[src/rtl/mux_pkg.sv]
// Shared constants for the word multiplexer and everything that drives it.
//
// Contents:
//   MUX_WIDTH_DEFAULT : default data word width (32)
//   CNT_W_DEFAULT     : default select-toggle counter width (16)
//   SEL_A0 / SEL_A1   : select encodings; callers drive s with these
//                       instead of bare 1'b0 / 1'b1.
package mux_pkg;

  localparam int MUX_WIDTH_DEFAULT = 32;
  localparam int CNT_W_DEFAULT     = 16;

  localparam logic SEL_A0 = 1'b0;
  localparam logic SEL_A1 = 1'b1;

endpackage : mux_pkg

[src/rtl/mux2_slice.sv]
// Parameterised-width combinational 2:1 multiplexer.
//
// Ports:
//   a0 [WIDTH] : word chosen when s == SEL_A0
//   a1 [WIDTH] : word chosen when s == SEL_A1
//   s          : select
//   y  [WIDTH] : selected word, no clock dependence
//
// The conditional operator is used deliberately: when s is X/Z in
// simulation it merges a0 and a1 bitwise (agreeing bits keep their value,
// the rest go X), while synthesis still maps it to a plain mux.
module mux2_slice
  import mux_pkg::*;
#(
  parameter int WIDTH = MUX_WIDTH_DEFAULT
) (
  input  logic [WIDTH-1:0] a0,
  input  logic [WIDTH-1:0] a1,
  input  logic             s,
  output logic [WIDTH-1:0] y
);

  assign y = (s == SEL_A1) ? a1 : a0;

endmodule : mux2_slice

[src/rtl/mux_32_2_1.sv]
// Two-input word multiplexer with registered output/select copies and an
// optional select-toggle counter for debug.
//
// Configuration macro: MUX_32_2_1_STATS_EN
//   defined   -> tog_cnt port and saturating toggle counter compiled in
//   undefined -> tog_cnt port and counter absent; y, y_q, s_q unchanged
//
// Ports:
//   clk              : clock, all state updates on rising edge
//   rst              : synchronous reset, active-high
//   a0, a1 [WIDTH]   : data inputs
//   s                : select (SEL_A0 -> a0, SEL_A1 -> a1)
//   y      [WIDTH]   : combinational selected word, unaffected by rst
//   y_q    [WIDTH]   : y registered on the rising edge (0 in reset)
//   s_q              : s registered on the rising edge (0 in reset)
//   tog_cnt [CNT_W]  : stats builds only; count of edges where s != s_q
//
// Handshake: none. Inputs are sampled on every rising edge with no
// valid/ready qualification; they only need to be stable around the edge.
module mux_32_2_1
  import mux_pkg::*;
#(
  parameter int WIDTH = MUX_WIDTH_DEFAULT,
  parameter int CNT_W = CNT_W_DEFAULT
) (
  input  logic             clk,
  input  logic             rst,
  input  logic [WIDTH-1:0] a0,
  input  logic [WIDTH-1:0] a1,
  input  logic             s,
  output logic [WIDTH-1:0] y,
`ifdef MUX_32_2_1_STATS_EN
  output logic [CNT_W-1:0] tog_cnt,
`endif
  output logic [WIDTH-1:0] y_q,
  output logic             s_q
);

  // Combinational select path.
  mux2_slice #(
    .WIDTH (WIDTH)
  ) u_slice (
    .a0 (a0),
    .a1 (a1),
    .s  (s),
    .y  (y)
  );

  // Pipelined copies of the output word and the select.
  always_ff @(posedge clk) begin
    if (rst) begin
      y_q <= '0;
      s_q <= SEL_A0;
    end else begin
      y_q <= y;
      s_q <= s;
    end
  end

`ifdef MUX_32_2_1_STATS_EN
  // A toggle is any non-reset edge where the incoming select differs from
  // the registered one. Because s_q resets to 0, s = 1 on the first edge
  // after reset counts as a toggle. Reset takes priority, so a select
  // change on a reset edge is never counted.
  localparam logic [CNT_W-1:0] CNT_MAX = '1;

  logic toggle;
  logic cnt_full;

  assign toggle   = (s != s_q);
  assign cnt_full = (tog_cnt == CNT_MAX);

  always_ff @(posedge clk) begin
    if (rst) begin
      tog_cnt <= '0;
    end else if (toggle && !cnt_full) begin
      tog_cnt <= tog_cnt + 1'b1;
    end
  end
`endif

endmodule : mux_32_2_1

[config.mk]
export PLATFORM = sky130hd
export DESIGN_NAME = mux_32_2_1
export DESIGN_NICKNAME = d
export VERILOG_FILES = /design/src/rtl/mux_pkg.sv /design/src/rtl/mux2_slice.sv /design/src/rtl/mux_32_2_1.sv
export SDC_FILE = /design/constraint.sdc
export NUM_CORES = 1
export LEC_CHECK = 0
export CAP_MARGIN = 20
export CORE_MARGIN = 5
export CORE_UTILIZATION = 30
export CTS_BUF_LIST = sky130_fd_sc_hd__clkbuf_16
export DETAILED_ROUTE_END_ITERATION = 8
export PLACE_DENSITY = 0.8
export SYNTH_ARGS = -nofsm -noshare
export SYNTH_HDL_FRONTEND = slang
export SYNTH_SLANG_ARGS = --single-unit
export TNS_END_PERCENT = 20
[constraint.sdc]
create_clock -name clk -period 1.54 [get_ports clk]
set_clock_uncertainty 0.1 [all_clocks]
set_input_delay 0.308 -clock clk [delete_from_list [all_inputs] [get_ports clk]]
set_output_delay 0.308 -clock clk [all_outputs]
set_load 0.05 [all_outputs]
==> impl_metrics.py <==
metrics = {
    "cells_and_area": {
        "design_area_mm2": 0.003543,
        "syn_to_final_growth_pct": 154.4,
        "fin_util_pct": 80.27,
        "drive_gt1_share_pct": 45.90,
        "n_antenna_cell": 0,
        "nets": 310,
    },
    "grt": {
        "grt-ovfl-total": 0,
        "antenna_found_initial": 0,
        "grt_max_degree": 20,
        "grt_pass1_wl_mm": 8.645,
        "grt.total_usage_pct": 19.21,
        "grt_pass1_vias": 1545,
    },
    "critical_path": {
        "path_class": "primary input to output pin",
        "arrival_ps": 1160,
        "startpoint_type": "primary input",
        "worstPathRequired_ps": 1130,
        "crit_end": "y[30]",
        "worstSetupStartpoint": "a1[30]",
        "worstPathMaxFanout": 2,
        "cp-end-kind": "output pin",
    },
    "route": {
        "drt_iter0_markers": 40,
        "highest_layer": "met4",
        "first_pass_iters": 4,
        "viasPerCell": 4.520,
        "vias": 1338,
        "wirelength_mm": 5.925,
        "wl_met1_mm": 1.700,
        "wl_met3_um": 689,
        "wl_per_cell_um": 20.02,
        "drc_errors": 0,
        "ant_nets": 0,
        "wl_met2_mm": 3.372,
    },
    "clock_network": {
        "post_cts_buffers": 0,
        "cts_buffer_depth": 2,
        "tritoncts": "yes",
        "cts_buffers": 5,
        "htree_levels": 2,
        "root_buffer": "clkbuf_16",
        "cts.clk_slew.worst_paths_ps": 50,
        "clock-sinks": 33,
    },
    "synthesis": {
        "ys_seq_area_share_pct": 47.44,
        "synth.ff_latch_count": 33,
        "synth_area_mm2": 0.001393,
        "syn_nets": 172,
        "yosysWarningCount": 0,
        "synth_cell_type_count": 6,
        "synth_cells": 105,
        "syn_area_per_cell_um2": 13.26,
    },
    "placed_design": {
        "globalplace.congestion": 0.8089,
        "dp_hpwl_mm": 4.700,
        "place_area_mm2": 0.003383,
        "dpl_worst_slack_ps": -96.00,
        "portBuffers": 131,
    },
    "timing": {
        "slew_viol_final": 0,
        "hold_viol": 0,
        "rsz0062_at_grt": "yes",
        "maxSlewHeadroom_pct": 86.50,
        "tightest_slew_ps": 202.5,
        "setup_viol_count_final": 1,
        "period_share_pct": 101.5,
        "layout_setup_ws_ps": -23.86,
        "period_minus_slack_ps": 1564,
        "fmax_ghz": 0.6394,
    },
    "floorplanning": {
        "die_h_um": 78.13,
        "dieArea_mm2": 0.006104,
        "die_x_um": 78.13,
        "initial_core_util_pct": 31.55,
        "pin_count": 132,
        "core_area_mm2": 0.004414,
        "rows": 24,
    },
    "status": {
        "status": "complete, but fails checks",
        "violations": "negative setup slack",
    },
    "flow_run": {
        "cap_violations": 0,
    },
    "power": {
        "p_leak_nw": 1.689,
        "ir_drop_mv": 0.5677,
        "power.density_mw_per_mm2": 915.5,
    },
    "hold_path": {
        "hp-start": "a1[25]",
        "worstHoldPathType": "primary input to flip-flop",
    },
}
[placed cells by master, fill, tap and decap left out]
master | netlist | final
buf_6 | 4 | 2
buf_16 | 0 | 2
dlygate4sd2_1 | 0 | 59
clkinv_2 | 0 | 2
clkdlybuf4s50_1 | 0 | 3
mux2_4 | 29 | 31
buf_8 | 0 | 2
inv_1 | 0 | 1
dlymetal6s2s_1 | 0 | 3
nor2b_1 | 33 | 33
dfxtp_1 | 33 | 33
buf_12 | 0 | 64
buf_4 | 0 | 3
clkbuf_16 | 0 | 5
mux2_2 | 3 | 1
[report_power, final]
group,leakage [nW],total [mW],internal [mW],switching [mW]
Clock,0.0748,0.931,0.586,0.345
Combinational,1.34,1.35,0.694,0.660
Sequential,0.275,0.959,0.914,0.0457
Total,1.69,3.24,2.19,1.05
[cells by family (layout without fill, tap and decap cells)]
family	Yosys count	count (layout)	synth area share (%)
AND/OR/NAND/NOR	33	33	14.82
flip-flops	33	33	47.44
multiplexers	32	32	33.69
buffers and inverters	7	146	4.043
[sequential cells by signal, indices dropped and copies added, names as in the netlist]
name / count
s_q: 1
y_q: 32
[critical path, stage by stage]
cell	delay [ps]
clkdlybuf4s50_1	400
mux2_2	290
buf_6	160
[metal layers]
metal  vias up  GRT usage (%)
li1        618              -
met1       618          16.47
met2        85          36.67
met3        17          10.64
met4         0          6.757
met5         -              0
[how the worst min path moves through the flow]
stage,endpoint,slack [ps],cells past startpoint
after CTS,s_q$_SDFF_PP0_,400,3
final,y_q[25]$_SDFF_PP0_,330,3
after detailed placement,y_q[0],660,1
after floorplan,s_q$_SDFF_PP0_,280,1
after global routing,y_q[25]$_SDFF_PP0_,360,3
after global placement,y_q[15],660,1
[cells in the mapped netlist]
cell type	n	area, µm²
nor2b_1	33	206.5
mux2_4	29	435.4
dfxtp_1	33	660.6
buf_6	4	45.04
clkbuf_1	3	11.26
mux2_2	3	33.78
[through the flow]
stage	power (mW)	instances	hold WS (ps)	TNS (ps)
final	3.244	296	333.5	-23.86
after global routing	3.351	296	355.1	-61.24
after CTS	3.271	296	397.5	-48.09
after detailed placement	2.355	286	655.7	-1186
after global placement	2.332	286	655.4	-705.8
after floorplan	1.588	105	279.6	0
[final cells by class]
class	count	area (µm²)
clock buffer	5	125.1
multi-input combinational	65	683.2
sequential	33	660.6
clock inverter	3	13.76
timing repair buffer	138	1996
fill	269	870.8
tap	52	65.06
[what timing repair did]
action                     CTS  global route
gates cloned                 2             0
resized for setup           68             5
setup endpoints to repair   32             4
hold buffers                 0             0
Note: power is estimated with default switching activity, not from simulation.
==> RTL change 1 (same settings) <==
Add a define of `MUX_32_2_1_STATS_EN`.
--- a/src/rtl/mux_32_2_1.sv
+++ b/src/rtl/mux_32_2_1.sv
@@ -17,6 +17,8 @@
 //
 // Handshake: none. Inputs are sampled on every rising edge with no
 // valid/ready qualification; they only need to be stable around the edge.
+`define MUX_32_2_1_STATS_EN
+
 module mux_32_2_1
   import mux_pkg::*;
 #(
Function (old outputs only; new: tog_cnt): kept (Yosys induction, for registers that start in step).
==> RTL change 1 against the original RTL <==
- the run still ends with setup timing left
- synthesized cell count increased by 96%
- power is 17% higher
- area after synthesis up 54%
- design area up 42%
- die area rose by 47%
- sequential cell count rose by 16
- setup slack got worse by 0.030 ns
- routed wire length rose by 42%
- clock power is 11% higher
- sequential power rose by 43%
- fmax down 1.9%
- critical path depth unchanged
==> RTL change 1: results (changes against the original RTL) <==
logic_synthesis:
  postSynthNetCount: 274  # was 172
  synthDistinctLibCells: 35  # was 6
  avgSynthCellArea_um2: 10.4  # was 13.3 um^2
  ys_warn_count: 0  # unchanged
  synthTopCellsByArea: "dfxtp_1 46%, mux2_2 17%, nor2b_1 10%"  # was dfxtp_1 47%, mux2_4 31%, nor2b_1 15%
  synth_commonest_cells: "49 x dfxtp_1, 35 x nor2b_1, 32 x mux2_2"  # was 33 x dfxtp_1, 33 x nor2b_1, 29 x mux2_4
  synth_flop_cell: "dfxtp_1"  # unchanged
  yosysSeqAreaShare_pct: 45.6  # was 47.4%
  async_reset_ff_share_pct: 0  # unchanged
clocking:
  ctsRootBufferMaster: "clkbuf_16"  # unchanged
  clkLatencyLatePin_ns: 0.28
  clk_path_buf_depth: 2  # unchanged
  cts_buffers: 5  # unchanged
  path_clk_slew_ns: 0.07  # was 0.05 ns
timing:
  setup_viol: 26  # was 1
  setup-tns-final_ns: -0.515  # was -0.0239 ns
  hold_slack_ns: 0.232  # was 0.333 ns
  maxSlewHeadroom_pct: 75.2  # was 86.5%
  layout_setup_ws_ns: -0.0541  # was -0.0239 ns
setup_path:
  timing.rr.start: "tog_cnt[7]"
  rr_endpoint: "tog_cnt[0]"
  reg2regPathDepth: 5
  path_max_fanout: 2  # unchanged
  critPathArrivalTime_ns: 1.19  # was 1.16 ns
  cpPeakStageDelay_ns: 0.42  # was 0.40 ns
  reg2reg_slack_ns: -0.01
placement:
  place_inst: 465  # was 286
  io_buffers: 147  # was 131
  gp_congestion: 0.797  # was 0.809
  hpwlAfterDp_mm: 6.19  # was 4.70 mm
global_route:
  grt_usage_pct: 18.5  # was 19.2%
  grt_antenna_before_repair: 0  # unchanged
  grt_max_degree: 22  # was 20
  first_global_vias: 2489  # was 1545
  grt_pass1_wl_mm: 12.8  # was 8.65 mm
route:
  dr.pass1.iters: 4  # unchanged
  dr_total_vias: 2383  # was 1338
  drt_iter0_drc: 71  # was 40
  drt_wl_total_mm: 8.42  # was 5.93 mm
  wl_per_cell_um: 17.3  # was 20.0 um
hold_path:
  hp-start: "s"  # was a1[25]
  hold_depth: 2  # was 3
  hold_end: "s_q"  # was y_q[25]
  worst_hold_path_type: "in2reg"  # unchanged
status:
  violations: "setup timing"  # unchanged
  run_status: "finished with violations"  # unchanged
cells_and_area:
  drive_gt1_share_pct: 51.0  # was 45.9%
  largestRegisters: "y_q (32), tog_cnt (16), s_q (1)"  # was y_q (32), s_q (1)
  final_nets: 459  # was 310
  n_antenna_cell: 0  # unchanged
  fill_cells: 445  # was 269
power:
  max-vdd-ir-drop_v: 0.000569  # was 0.000568 V
  leakagePower_nw: 2.12  # was 1.69 nW
RTL change 1: cell types whose count changed in the layout (fill, tap and decap cells not counted), moves of 12 or more:
cell	change
clkdlybuf4s50_1	+41
dlygate4sd2_1	-39
buf_4	+32
buf_6	+21
mux2_2	+18
mux2_4	-18
dfxtp_4	+16
buf_12	-12
RTL change 1: metal layers:
layer | track usage [%] | vias up | wire length [um]
li1 | - | 1115 | -
met1 | 17.8 | 1139 | 2690
met2 | 35.6 | 115 | 4770
met3 | 7.41 | 14 | 806
met4 | 5.17 | 0 | 163
met5 | 0 | - | 0
RTL change 1: cells by family (layout without fill, tap and decap cells):
| family | Yosys count | count (layout) | share of synthesized area (%) |
|---|---|---|---|
| simple gates | 81 | 81 | 24.0 |
| compound gates | 26 | 26 | 8.15 |
| flops | 49 | 49 | 45.6 |
| buf+inv | 14 | 200 | 2.79 |
| fa+ha+maj | 1 | 1 | 0.582 |
| mux | 33 | 33 | 17.3 |
| xor+xnor | 2 | 2 | 1.51 |
RTL change 1: power by group:
part / internal (mW) / total (mW) / switching, mW
Clock: 0.590 / 1.03 / 0.444
Sequential: 1.31 / 1.37 / 0.0572
Combinational: 0.684 / 1.39 / 0.701
Total: 2.58 / 3.79 / 1.20
RTL change 1: metrics by stage:
step	instance area, um^2	worst slack, ns
3_3_place_gp	4430	-0.170
3_5_place_dp	4430	-0.191
2_1_floorplan	2280	-0.137
6_report	5030	-0.0541
5_1_grt	5030	-0.0960
4_1_cts	4900	-0.0305
RTL change 1: cell type report:
type                    instances  area [um^2]  area share (%)
clock buffers                   5          125            2.49
clock inverters                 3         13.8           0.273
inverters                       4         15.0           0.298
multi-input cells             143         1300            25.8
flip-flops and latches         49         1040            20.7
well taps                      96          120            2.39
repair buffers                188         2420            48.0
RTL change 1: how the worst max path moves through the flow:
stage / from / endpoint / slack (ns) / depth (start not counted)
2_1_floorplan: s / y[10] / -0.14 / 3
3_3_place_gp: s / y[31] / -0.17 / 4
3_5_place_dp: s / tog_cnt[14] / -0.19 / 5
4_1_cts: a0[17] / y[17] / -0.03 / 3
5_1_grt: tog_cnt[7] / tog_cnt[3] / -0.1 / 5
6_report: a1[26] / y[26] / -0.05 / 3
RTL change 1: worst max-delay path: cells and delay by family:
kind,cells,cell delay (ns)
buffers and inverters,2,0.58
muxes,1,0.30
RTL change 1: what timing repair did:
action / 4_1_cts / 5_1_grt
endpoints found under the setup margin: 39 / 37
hold buffers: 0 / 0
pin swaps: 6 / 11
hold endpoints to repair: 0 / 0
setup buffers: 3 / 9
gates cloned: 3 / 0
resized for setup: 83 / 14
==> RTL change 2 (config.mk and constraints unchanged) <==
Without the edit above. The output `s_q` loses its register stage (`s_q` becomes a continuous assignment). Comments in the files are not updated.
--- a/src/rtl/mux_32_2_1.sv
+++ b/src/rtl/mux_32_2_1.sv
@@ -50,12 +50,12 @@
   always_ff @(posedge clk) begin
     if (rst) begin
       y_q <= '0;
-      s_q <= SEL_A0;
     end else begin
       y_q <= y;
-      s_q <= s;
     end
   end
+
+  assign s_q = s;
 
 `ifdef MUX_32_2_1_STATS_EN
   // A toggle is any non-reset edge where the incoming select differs from
Formal check against the unedited RTL: not equivalent (a bounded check fails within 4 cycles, from zero or initial values and one cycle with rst high).
==> RTL change 2 against the original RTL <==
- the run still ends with setup timing left
- sequential cell count shrank 1
- design area fell by 0.39%
- hold slack worse by 0.0015 ns
- routed wire length decreased by 9.2%
- area after synthesis down 1.1%
- setup slack better by 0.0057 ns
- power decreased by 2.0%
- largest cell class unchanged
- critical path depth unchanged
- via count shrank 1.6%
==> RTL change 2: results (changes against the original RTL) <==
route:
  dr_total_vias: 1316  # was 1338
  dr.pass1.iters: 3  # was 4
  met3_length_um: 610  # was 689 um
  drt_iter0_drc: 26  # was 40
  met2_length_mm: 2.97  # was 3.37 mm
  wl_per_cell_um: 18.2  # was 20.0 um
global_route:
  grt_util_met3_pct: 9.95  # was 10.6%
  grt_pass1_wl_mm: 8.32  # was 8.65 mm
  first_global_vias: 1566  # was 1545
  grt_max_degree: 17  # was 20
logic_synthesis:
  synthDistinctLibCells: 7  # was 6
  postSynthNetCount: 171  # was 172
  yosysSeqAreaShare_pct: 46.5  # was 47.4%
  synthTopCellsByArea: "dfxtp_1 47%, mux2_4 33%, nor2b_1 15%"  # was dfxtp_1 47%, mux2_4 31%, nor2b_1 15%
  synth_commonest_cells: "32 x dfxtp_1, 32 x nor2b_1, 30 x mux2_4"  # was 33 x dfxtp_1, 33 x nor2b_1, 29 x mux2_4
cells_and_area:
  final_nets: 309  # was 310
  fill_cells: 262  # was 269
power:
  leakagePower_nw: 1.68  # was 1.69 nW
  swShare_pct: 32.0  # was 32.4%
  powerSeq_uw: 932  # was 959 uW
timing:
  setup_viol: 1  # unchanged
  maxSlewHeadroom_pct: 88.6  # was 86.5%
  layout_setup_ws_ns: -0.0182  # was -0.0239 ns
hold_path:
  hp-start: "a1[21]"  # was a1[25]
status:
  violations: "setup timing"  # unchanged
  run_status: "finished with violations"  # unchanged
placement:
  gp_congestion: 0.760  # was 0.809
  placed_area_um2: 3380  # about the same
## RTL change 2: logic make-up (layout without fill, tap and decap cells)
group         count (synthesis)  count (layout)  synth area share [%]
mux                          32              32                  34.3
flops                        32              32                  46.5
simple gates                 32              32                  14.5
buf+inv                       8             147                  4.63
other cells                   0               1                     0
## RTL change 2: what timing repair did
item / in CTS / in global routing
cloned: 2 / 0
setup buffers: 0 / 0
endpoints found under the setup margin: 32 / 3
gates resized for setup: 65 / 5
pin swaps: 0 / 0
## RTL change 2: worst max-delay path, stage by stage
cell and delay [ns]:
clkdlybuf4s50_1 0.40, mux2_2 0.28, buf_6 0.16
## RTL change 2: final cells by class
class                   count  area, um^2  area share [%]
diodes                      1        2.50          0.0709
clock buffers               5         125            3.54
clock inverters             3        11.3           0.319
multi-input cells          64         677            19.2
flip-flops and latches     32         641            18.1
well taps                  52        65.1            1.84
repair buffers            139        2010            56.9
## RTL change 2: per-stage QoR
stage / power, mW / worst slack [ns] / TNS, ns / utilization, % / std cells
3_3_place_gp: 2.31 / -0.0419 / -0.704 / 76.6 / 285
3_5_place_dp: 2.33 / -0.0867 / -1.27 / 76.6 / 285
6_report: 3.18 / -0.0182 / -0.0182 / 80.0 / 296
5_1_grt: 3.30 / -0.0527 / -0.0527 / 79.9 / 295
4_1_cts: 3.21 / -0.0270 / -0.0363 / 79.6 / 295
2_1_floorplan: 1.56 / 0.180 / 0 / - / 104
## RTL change 2: worst min-delay path by stage
stage / endpoint / slack [ns] / cells past startpoint
finish: y_q[21] / 0.33 / 3
global route: y_q[29] / 0.37 / 3
CTS: y_q[5] / 0.43 / 3
detailed placement: y_q[18] / 0.66 / 1
global placement: y_q[11] / 0.65 / 1
floorplan: y_q[30] / 0.28 / 1
